--- src/rtl/dds_chirp_pkg.sv ---
// Shared state and osk-mode encodings for the DDS chirp sequencer.
// Optional wait-for-drover timeout is enabled with `define DDS_TIMEOUT_EN.
package dds_chirp_pkg;

    localparam logic [1:0] IDLE        = 2'd0;
    localparam logic [1:0] WAIT_DROVER = 2'd1;
    localparam logic [1:0] HALF1       = 2'd2;
    localparam logic [1:0] HALF2       = 2'd3;

    localparam logic [1:0] OSK_OFF    = 2'b00;
    localparam logic [1:0] OSK_FIRST  = 2'b01;
    localparam logic [1:0] OSK_SECOND = 2'b10;
    localparam logic [1:0] OSK_BOTH   = 2'b11;

    function automatic logic osk_in_half1(input logic [1:0] mode);
        return (mode == OSK_FIRST) || (mode == OSK_BOTH);
    endfunction

    function automatic logic osk_in_half2(input logic [1:0] mode);
        return (mode == OSK_SECOND) || (mode == OSK_BOTH);
    endfunction

endpackage

--- src/rtl/dds_chirp_sequencer_channel.sv ---
// One DDS channel: input synchronisers, chirp FSM, counters and shadow config.
// `define DDS_TIMEOUT_EN adds the wait-for-drover timeout and sticky error flag.
module dds_chirp_channel
    import dds_chirp_pkg::*;
#(
    parameter int unsigned CNT_W   = 16,
    parameter int unsigned CLKNUM  = 2,
    parameter int unsigned BURST_W = 8,
    parameter int unsigned TIMEOUT = 65535
) (
    input  logic               clk,
    input  logic               rst_n,
    input  logic [CNT_W-1:0]   pulse,
    input  logic [1:0]         mode,
    input  logic [BURST_W-1:0] burst,
    input  logic               io_update,
    input  logic               drover,
    input  logic               err_clr,
    output logic               drctl,
    output logic               osk,
    output logic               busy,
    output logic               timeout_err
);

    logic [2:0]         io_sync;
    logic [2:0]         dr_sync;
    logic               io_rise;
    logic               dr_fall;
    logic [CNT_W-1:0]   full;
    logic [CNT_W-1:0]   half;
    logic [BURST_W-1:0] burst_eff;
    logic [1:0]         state;
    logic [CNT_W-1:0]   cnt;
    logic [CNT_W-1:0]   full_s;
    logic [CNT_W-1:0]   half_s;
    logic [1:0]         mode_s;
    logic [BURST_W-1:0] burst_rem;
    logic               tmo_hit;

    // Edge pulses are registered so an edge first sampled at k moves the FSM at k+3.
    always_ff @(posedge clk or negedge rst_n) begin
        if (!rst_n) begin
            io_sync <= '0;
            dr_sync <= '0;
            io_rise <= 1'b0;
            dr_fall <= 1'b0;
        end else begin
            io_sync <= {io_sync[1:0], io_update};
            dr_sync <= {dr_sync[1:0], drover};
            io_rise <= io_sync[1] & ~io_sync[2];
            dr_fall <= ~dr_sync[1] & dr_sync[2];
        end
    end

    assign full      = pulse / CNT_W'(CLKNUM);
    assign half      = full >> 1;
    assign burst_eff = (burst == '0) ? BURST_W'(1) : burst;

    always_ff @(posedge clk or negedge rst_n) begin
        if (!rst_n) begin
            state     <= IDLE;
            cnt       <= '0;
            full_s    <= '0;
            half_s    <= '0;
            mode_s    <= OSK_OFF;
            burst_rem <= '0;
            drctl     <= 1'b0;
            osk       <= 1'b0;
            busy      <= 1'b0;
        end else begin
            case (state)
                IDLE: begin
                    if (io_rise && (half != '0)) begin
                        state     <= WAIT_DROVER;
                        full_s    <= full;
                        half_s    <= half;
                        mode_s    <= mode;
                        burst_rem <= burst_eff;
                        drctl     <= 1'b1;
                        busy      <= 1'b1;
                    end
                end
                WAIT_DROVER: begin
                    if (dr_fall) begin
                        state <= HALF1;
                        cnt   <= '0;
                        osk   <= osk_in_half1(mode_s);
                    end else if (tmo_hit) begin
                        state <= IDLE;
                        drctl <= 1'b0;
                        busy  <= 1'b0;
                    end
                end
                HALF1: begin
                    cnt <= cnt + CNT_W'(1);
                    if (cnt == half_s - CNT_W'(1)) begin
                        state <= HALF2;
                        drctl <= 1'b0;
                        osk   <= osk_in_half2(mode_s);
                    end
                end
                HALF2: begin
                    cnt <= cnt + CNT_W'(1);
                    if (cnt == full_s - CNT_W'(1)) begin
                        burst_rem <= burst_rem - BURST_W'(1);
                        osk       <= 1'b0;
                        // Re-entering WAIT_DROVER directly keeps bursts free of idle cycles.
                        if (burst_rem != BURST_W'(1)) begin
                            state <= WAIT_DROVER;
                            drctl <= 1'b1;
                        end else begin
                            state <= IDLE;
                            busy  <= 1'b0;
                        end
                    end
                end
                default: begin
                    state <= IDLE;
                    drctl <= 1'b0;
                    osk   <= 1'b0;
                    busy  <= 1'b0;
                end
            endcase
        end
    end

`ifdef DDS_TIMEOUT_EN
    localparam int unsigned TMO_W = $clog2(TIMEOUT + 1);

    logic [TMO_W-1:0] tmo_cnt;

    assign tmo_hit = (state == WAIT_DROVER) && !dr_fall &&
                     (tmo_cnt == TMO_W'(TIMEOUT - 1));

    // Held at zero outside WAIT_DROVER, so every entry (including between chirps) restarts it.
    always_ff @(posedge clk or negedge rst_n) begin
        if (!rst_n) begin
            tmo_cnt <= '0;
        end else if (state != WAIT_DROVER) begin
            tmo_cnt <= '0;
        end else begin
            tmo_cnt <= tmo_cnt + TMO_W'(1);
        end
    end

    always_ff @(posedge clk or negedge rst_n) begin
        if (!rst_n) begin
            timeout_err <= 1'b0;
        end else if (tmo_hit) begin
            timeout_err <= 1'b1;
        end else if (err_clr) begin
            timeout_err <= 1'b0;
        end
    end
`else
    logic unused_err_clr;

    assign tmo_hit        = 1'b0;
    assign timeout_err    = 1'b0;
    assign unused_err_clr = err_clr;
`endif

endmodule

--- src/rtl/dds_chirp_sequencer.sv ---
// Multi-channel AD9910 chirp timing sequencer; one independent channel per DDS.
// `define DDS_TIMEOUT_EN enables the per-channel wait-for-drover timeout.
module dds_chirp_sequencer
    import dds_chirp_pkg::*;
#(
    parameter int unsigned CH_NUM  = 2,
    parameter int unsigned CNT_W   = 16,
    parameter int unsigned CLKNUM  = 2,
    parameter int unsigned BURST_W = 8,
    parameter int unsigned TIMEOUT = 65535
) (
    input  logic                      sys_clk,
    input  logic                      sys_rst_n,
    input  logic [CH_NUM*CNT_W-1:0]   cfg_pulse,
    input  logic [CH_NUM*2-1:0]       cfg_mode,
    input  logic [CH_NUM*BURST_W-1:0] cfg_burst,
    input  logic [CH_NUM-1:0]         io_update,
    input  logic [CH_NUM-1:0]         drover,
    input  logic                      err_clr,
    output logic [CH_NUM-1:0]         drctl,
    output logic [CH_NUM-1:0]         osk,
    output logic [CH_NUM-1:0]         busy,
    output logic [CH_NUM-1:0]         timeout_err
);

    for (genvar i = 0; i < CH_NUM; i++) begin : g_ch
        dds_chirp_channel #(
            .CNT_W   (CNT_W),
            .CLKNUM  (CLKNUM),
            .BURST_W (BURST_W),
            .TIMEOUT (TIMEOUT)
        ) u_ch (
            .clk         (sys_clk),
            .rst_n       (sys_rst_n),
            .pulse       (cfg_pulse[i*CNT_W +: CNT_W]),
            .mode        (cfg_mode[i*2 +: 2]),
            .burst       (cfg_burst[i*BURST_W +: BURST_W]),
            .io_update   (io_update[i]),
            .drover      (drover[i]),
            .err_clr     (err_clr),
            .drctl       (drctl[i]),
            .osk         (osk[i]),
            .busy        (busy[i]),
            .timeout_err (timeout_err[i])
        );
    end

endmodule

--- config.mk ---
export PLATFORM = sky130hd
export DESIGN_NAME = dds_chirp_sequencer
export DESIGN_NICKNAME = d
export VERILOG_FILES = /design/src/rtl/dds_chirp_pkg.sv /design/src/rtl/dds_chirp_sequencer_channel.sv /design/src/rtl/dds_chirp_sequencer.sv
export SDC_FILE = /design/constraint.sdc
export NUM_CORES = 1
export LEC_CHECK = 0
export CAP_MARGIN = 10
export CORE_AREA = 2 2 114 116
export DETAILED_ROUTE_END_ITERATION = 8
export DIE_AREA = 0 0 116 118
export GPL_TIMING_DRIVEN = 0
export PLACE_DENSITY = 0.81
export SKIP_CTS_REPAIR_TIMING = 1
export SLEW_MARGIN = 0
export SYNTH_ARGS = -nofsm -noshare
export SYNTH_HDL_FRONTEND = slang
export SYNTH_SLANG_ARGS = --single-unit
--- constraint.sdc ---
create_clock -name sys_clk -period 3.68 [get_ports sys_clk]
set_input_delay 1.104 -clock sys_clk [delete_from_list [all_inputs] [get_ports sys_clk]]
set_output_delay 1.104 -clock sys_clk [all_outputs]
set_load 0.005 [all_outputs]
# Word level (Yosys, flattened, before mapping)
# Cells that the tools add are included.
[word_totals] reg_bits=136 input_bits=59 out_inout_bits=8
[classes] n_addsub=8 n_eq_ne=30 mux=48 bitwise=10 reduce_logical=34
[ops] cell="equality test 16 bit" n=4
[ops] cell="case mux 16 bit (2 select lines)" n=2
[ops] cell="two-way mux 8 bit" n=6
[ops] cell="adder 16 x 1 -> 16 bit, second input constant" n=2
[ops] cell="two-way mux 16 bit" n=2
[ops] cell="case mux 8 bit (2 select lines)" n=2
[ops] cell="nonzero test 16 bit" n=2
[ops] cell="subtractor 15 x 1 -> 16 bit, second input constant" n=2
[ops] cell="subtractor 14 x 1 -> 15 bit, second input constant" n=2
[ops] cell="AND reduction 4 bit" n=6
[ops] cell="two-way mux 1 bit" n=20
[ops] cell="!= test 2 x 1 -> 1 bit, second input constant" n=10
[ops] cell="equality test 2 bit, second input constant" n=8
[ops] cell="logical NOT 8 bit" n=2
[ops] cell="two-way mux 2 bit" n=8
[ops] cell="!= test 8 x 1 -> 1 bit, second input constant" n=2
[ops] cell="case mux 2 bit (4 select lines)" n=2
[ops] cell="subtractor 8 x 1 -> 8 bit, second input constant" n=2
[ops] cell="case mux 1 bit (3 select lines)" n=4
[ops] cell="AND reduction 5 bit" n=2
[ops] cell="equality test 2 x 1 -> 1 bit, second input constant" n=4
[ops] cell="AND reduction 2 bit" n=4
[ops] cell="nonzero test 2 bit" n=4
[ops] cell="NOT 1 bit" n=6
[ops] cell="other kinds (9)" n=22

# Logic depth before layout (Yosys ltp)
[logic_depth] ltp_word=4 mapped_depth=12 depth_no_buf=10

# By module
# A second synthesis with hierarchy kept.
[hier_totals] cells_unflattened=760 hier_area_um2=7379.6
[modules_own_cells] mod="dds_chirp_channel" n_inst=2 cells_each=380 area_each_um2=3689.8

# Worst setup path before layout
# OpenSTA, ideal clock, no wires.
[synth_timing] kind="flip-flop to flip-flop" start="register g_ch[1].u_ch.full_s[2]" end="register g_ch[1].u_ch.state[1]" setup_ps=125 arrival_time_ps=3096 required_time_ps=3555 path_slack_ps=459 stages_incl_launch_ff=13 path_cell_list="dfrtp_1 -> inv_1 -> ha_1 -> buf_2 -> or3b_1 -> clkbuf_1 -> or4_4 -> o211ai_2 -> o221ai_2 -> nor4_4 -> nor2_2 -> or4_4 -> mux2_4"
[synth_between] elab_chain_cells=4
[synth_rtl] item="from (decl)" line="dds_chirp_sequencer_channel.sv:34" rtl="logic [CNT_W-1:0] full_s;"
[synth_rtl] item="from (signal assigned)" line="dds_chirp_sequencer_channel.sv:75" rtl="full_s <= full;"
[synth_rtl] item="subtractor 15 x 1 -> 16 bit" line="dds_chirp_sequencer_channel.sv:104" rtl="if (cnt == full_s - CNT_W'(1)) begin"
[synth_rtl] item="equality test 16 bit" line="dds_chirp_sequencer_channel.sv:104"
[synth_rtl] item="!= test 2 x 1 -> 1 bit (no source line)"
[synth_rtl] item="AND reduction 4 bit (no source line)"
[synth_rtl] item="to (signal assigned)" line="dds_chirp_sequencer_channel.sv:109" rtl="state <= WAIT_DROVER;"
[synth_rtl] item="to (signal assigned)" line="dds_chirp_sequencer_channel.sv:112" rtl="state <= IDLE;"
[synth_rtl] item="to (signal assigned)" line="dds_chirp_sequencer_channel.sv:118" rtl="state <= IDLE;"
[synth_rtl] item="to (decl)" line="dds_chirp_sequencer_channel.sv:32" rtl="logic [1:0] state;"
# No other way between the ends.
# A chain may end at the register's enable or synchronous reset.

# Worst setup path after layout
[layout_timing] start="register g_ch[1].u_ch.full_s[1]" end="register g_ch[1].u_ch.state[1]"
# Same word-level chain as after synthesis.

==> reports/metrics.cfg <==
[status]
status=finished, final reports clean

[synthesis]
synth_top_area_cell=dfrtp_1
ys_warn_count=0
syn_area_per_cell_um2=9.27
netlist_area_um2=7070
synthCells=763
yosys_most_used_dff=dfrtp_1
synth-edff-count=0
synth_top_area_share_pct=38.2
ys_ff_latch=108
synth.area.top_cells=dfrtp_1, xnor2_1, mux2_2
synthArstFlopShare_pct=100
post_synth_num_cell_types=73
yosysSeqAreaShare_pct=38.2

[worst_hold_path]
hp-class=reg -> reg

[routing]
postRouteAntennaNets=0
first_pass_iters=6
wl_per_cell_um=16.4
drcViolationCount=0
wl_um=16700
drtIter0Drc=547
viasPerCell=5.98
vias=6061

[timing]
hold_viol_final=0
whs_ns=0.349
min_period_ns=3.56
slew_headroom_pct=28.2
final-setup-viol-count=0
fin_crit_sh_pct=96.6
timing.setup.tns_ns=0
max_freq_mhz=281
maxSlewViolCount=0
worst_pin_slew_ns=1.06
clock_skew_ns=0.00565

[pwr]
vdd_drop_max_uv=417
power.total_mw=6.41
p_per_area_nw_per_um2=774
p_leak_nw=3.34

[setup_path]
critical_path.max_fanout=9
required_ns=3.92
max_stage_delay_ns=0.51
startpoint_type=register
arrival_ns=3.80
crit_top_cell=or4_4
endpoint_kind=register
criticalPathCategory=reg -> reg
slowest_stage=or4_4
worstPathCellList=inv_1, ha_1, clkbuf_4, or3b_4, or4_4, o211ai_2, o221ai_2, nor4_4, nor2_2, or4_4, mux2_4

[clock_network]
clk_latency_ns=0.36
cts.htree.levels=3
cts_buffer_depth=2
cts_buffers=9
cts_tree=done
cts_sinks=108
clk_pin_slew_ns=0.07
cts_root_buf=clkbuf_16

[global_route]
grt_pass1_wl_um=27500
antenna_found_initial=0
grt_pass1_vias=5870
track_usage_pct=24.8
overflow=0
grt_max_degree=70

[placed_design]
hpwl_um=12400
place.gp.congestion=0.972
io_buffers=61

[floorplanning]
die_y_um=118
ioPinCount=67
die_area_um2=13700
die_x_um=116
core_region_area_um2=12400
initial_utilization_pct=57.0
rows=41

[cells_and_area]
drive_gt1_share_pct=11.6
area_delta_synth_final_pct=17.1
antenna_cells=0
fin_util_pct=66.7
nets=914

[flow_run]
cap_violations=0

-- cell usage after synthesis, drive strengths merged (7+ instances only) --
library cell	count
dfrtp	108
nor2	73
xnor2	57
xor2	46
nand2	44
clkbuf	40
mux2	38
nand3	38
nor3	29
o21ai	27
nor4	24
inv	20
a21oi	19
nand4	19
ha	18
buf	16
nor2b	16
and3	14
mux2i	12
nor3b	7
-- per-layer routing --
| layer | vias up | global-route usage (%) | wire length (µm) | part of all wire, % |
|---|---|---|---|---|
| met3 | 36 | 5.46 | 904 | 5.4 |
| li1 | 2858 | - | - | - |
| met1 | 2936 | 31.0 | 6980 | 42 |
| met5 | - | 0 | 0 | 0 |
| met2 | 231 | 41.7 | 8330 | 50 |
| met4 | 0 | 8.93 | 442 | 2.7 |
-- kinds of logic after synthesis --
kind of cell,Yosys count,share of synthesized area [%]
xor+xnor,103,12.8
simple gates,299,22.6
mux,50,7.80
fa+ha+maj,18,3.18
flops,108,38.2
buf+inv,77,4.72
compound gates,107,10.7
other cells,1,0.0530
-- critical path, delay by kind of cell, from the launching register on --
| kind | cells | cell delay, ns |
|---|---|---|
| AND/OR/NAND/NOR | 5 | 1.90 |
| flip-flops | 1 | 0.43 |
| buffers and inverters | 2 | 0.31 |
| AO/OA/AOI/OAI | 2 | 0.31 |
| multiplexers | 1 | 0.31 |
| adder cells (fa/ha/maj) | 1 | 0.18 |
-- sequential cells by signal, summed over array words and instances (netlist names) --
name                 flops
g_ch.u_ch.io_sync        6
g_ch.u_ch.burst_rem     16
g_ch.u_ch.full_s        29
g_ch.u_ch.io_rise        2
g_ch.u_ch.dr_sync        6
g_ch.u_ch.mode_s         4
g_ch.u_ch.drctl          2
g_ch.u_ch.half_s         1
g_ch.u_ch.cnt           32
g_ch.u_ch.busy           2
g_ch.u_ch.state          4
g_ch.u_ch.osk            2
g_ch.u_ch.dr_fall        2
-- metrics by stage --
stage,std cells,area [µm²],setup WS [ns]
after floorplan,764,7080,0.459
after global placement,997,7900,-2.52
after detailed placement,998,7930,-0.164
after CTS,1014,8230,-0.221
after global routing,1014,8280,-0.00332
final,1014,8280,0.125
-- final timing paths --
kind / start / endpoint / slack, ns / cells past startpoint
max: g_ch[1].u_ch.full_s[1] / g_ch[1].u_ch.state[1] / 0.12 / 11
min: g_ch[0].u_ch.dr_sync[0] / g_ch[0].u_ch.dr_sync[1] / 0.35 / 0
max reg2reg: g_ch[1].u_ch.full_s[1] / g_ch[1].u_ch.state[1] / 0.12 / 11
min reg2reg: g_ch[0].u_ch.dr_sync[0] / g_ch[0].u_ch.dr_sync[1] / 0.35 / 0
max in group asynchronous: sys_rst_n / g_ch[1].u_ch.io_sync[0] / 2.24 / 2
min in group asynchronous: sys_rst_n / g_ch[1].u_ch.burst_rem[6] / 0.73 / 1
-- report_power, final --
part / internal (mW) / total (mW) / leakage, nW / switching (mW)
registers: 1.56 / 1.96 / 1.34 / 0.398
logic: 1.51 / 3.46 / 1.87 / 1.95
clock network: 0.548 / 0.997 / 0.138 / 0.449
total: 3.61 / 6.41 / 3.34 / 2.79
-- area by class of cell --
| class | count | area (µm²) |
|---|---|---|
| Multi-Input combinational cell | 579 | 4080 |
| Tap cell | 172 | 215 |
| Sequential cell | 108 | 2700 |
| Timing Repair Buffer | 63 | 643 |
| Inverter | 21 | 78.8 |
| Clock buffer | 11 | 243 |
| Fill cell | 998 | 4140 |
| Buffer | 55 | 255 |
| Clock inverter | 5 | 61.3 |
-- cells in the final DEF, fill, tap and decap left out, types with 4 or more instances in the layout --
cell	netlist	layout
a211oi_1	6	6
a21oi_1	19	19
a31oi_1	6	6
a41oi_1	4	4
and3_1	14	14
and4_1	5	5
buf_4	9	11
clkbuf_1	40	39
clkbuf_16	0	9
clkdlybuf4s50_1	0	60
dfrtp_1	108	107
ha_1	18	18
inv_1	20	20
mux2_2	37	37
mux2i_1	12	12
nand2_1	44	44
nand2b_1	4	4
nand3_1	38	38
nand4_1	19	19
nor2_1	72	72
nor2b_1	16	16
nor3_1	29	28
nor3b_1	6	6
nor4_1	21	19
nor4_2	2	4
o21ai_0	26	26
o221a_2	4	4
o41ai_1	4	4
or2_2	4	4
or3_1	5	5
or4_4	4	4
xnor2_1	57	57
xor2_1	46	45
Note: power is estimated with default switching activity, not from simulation.
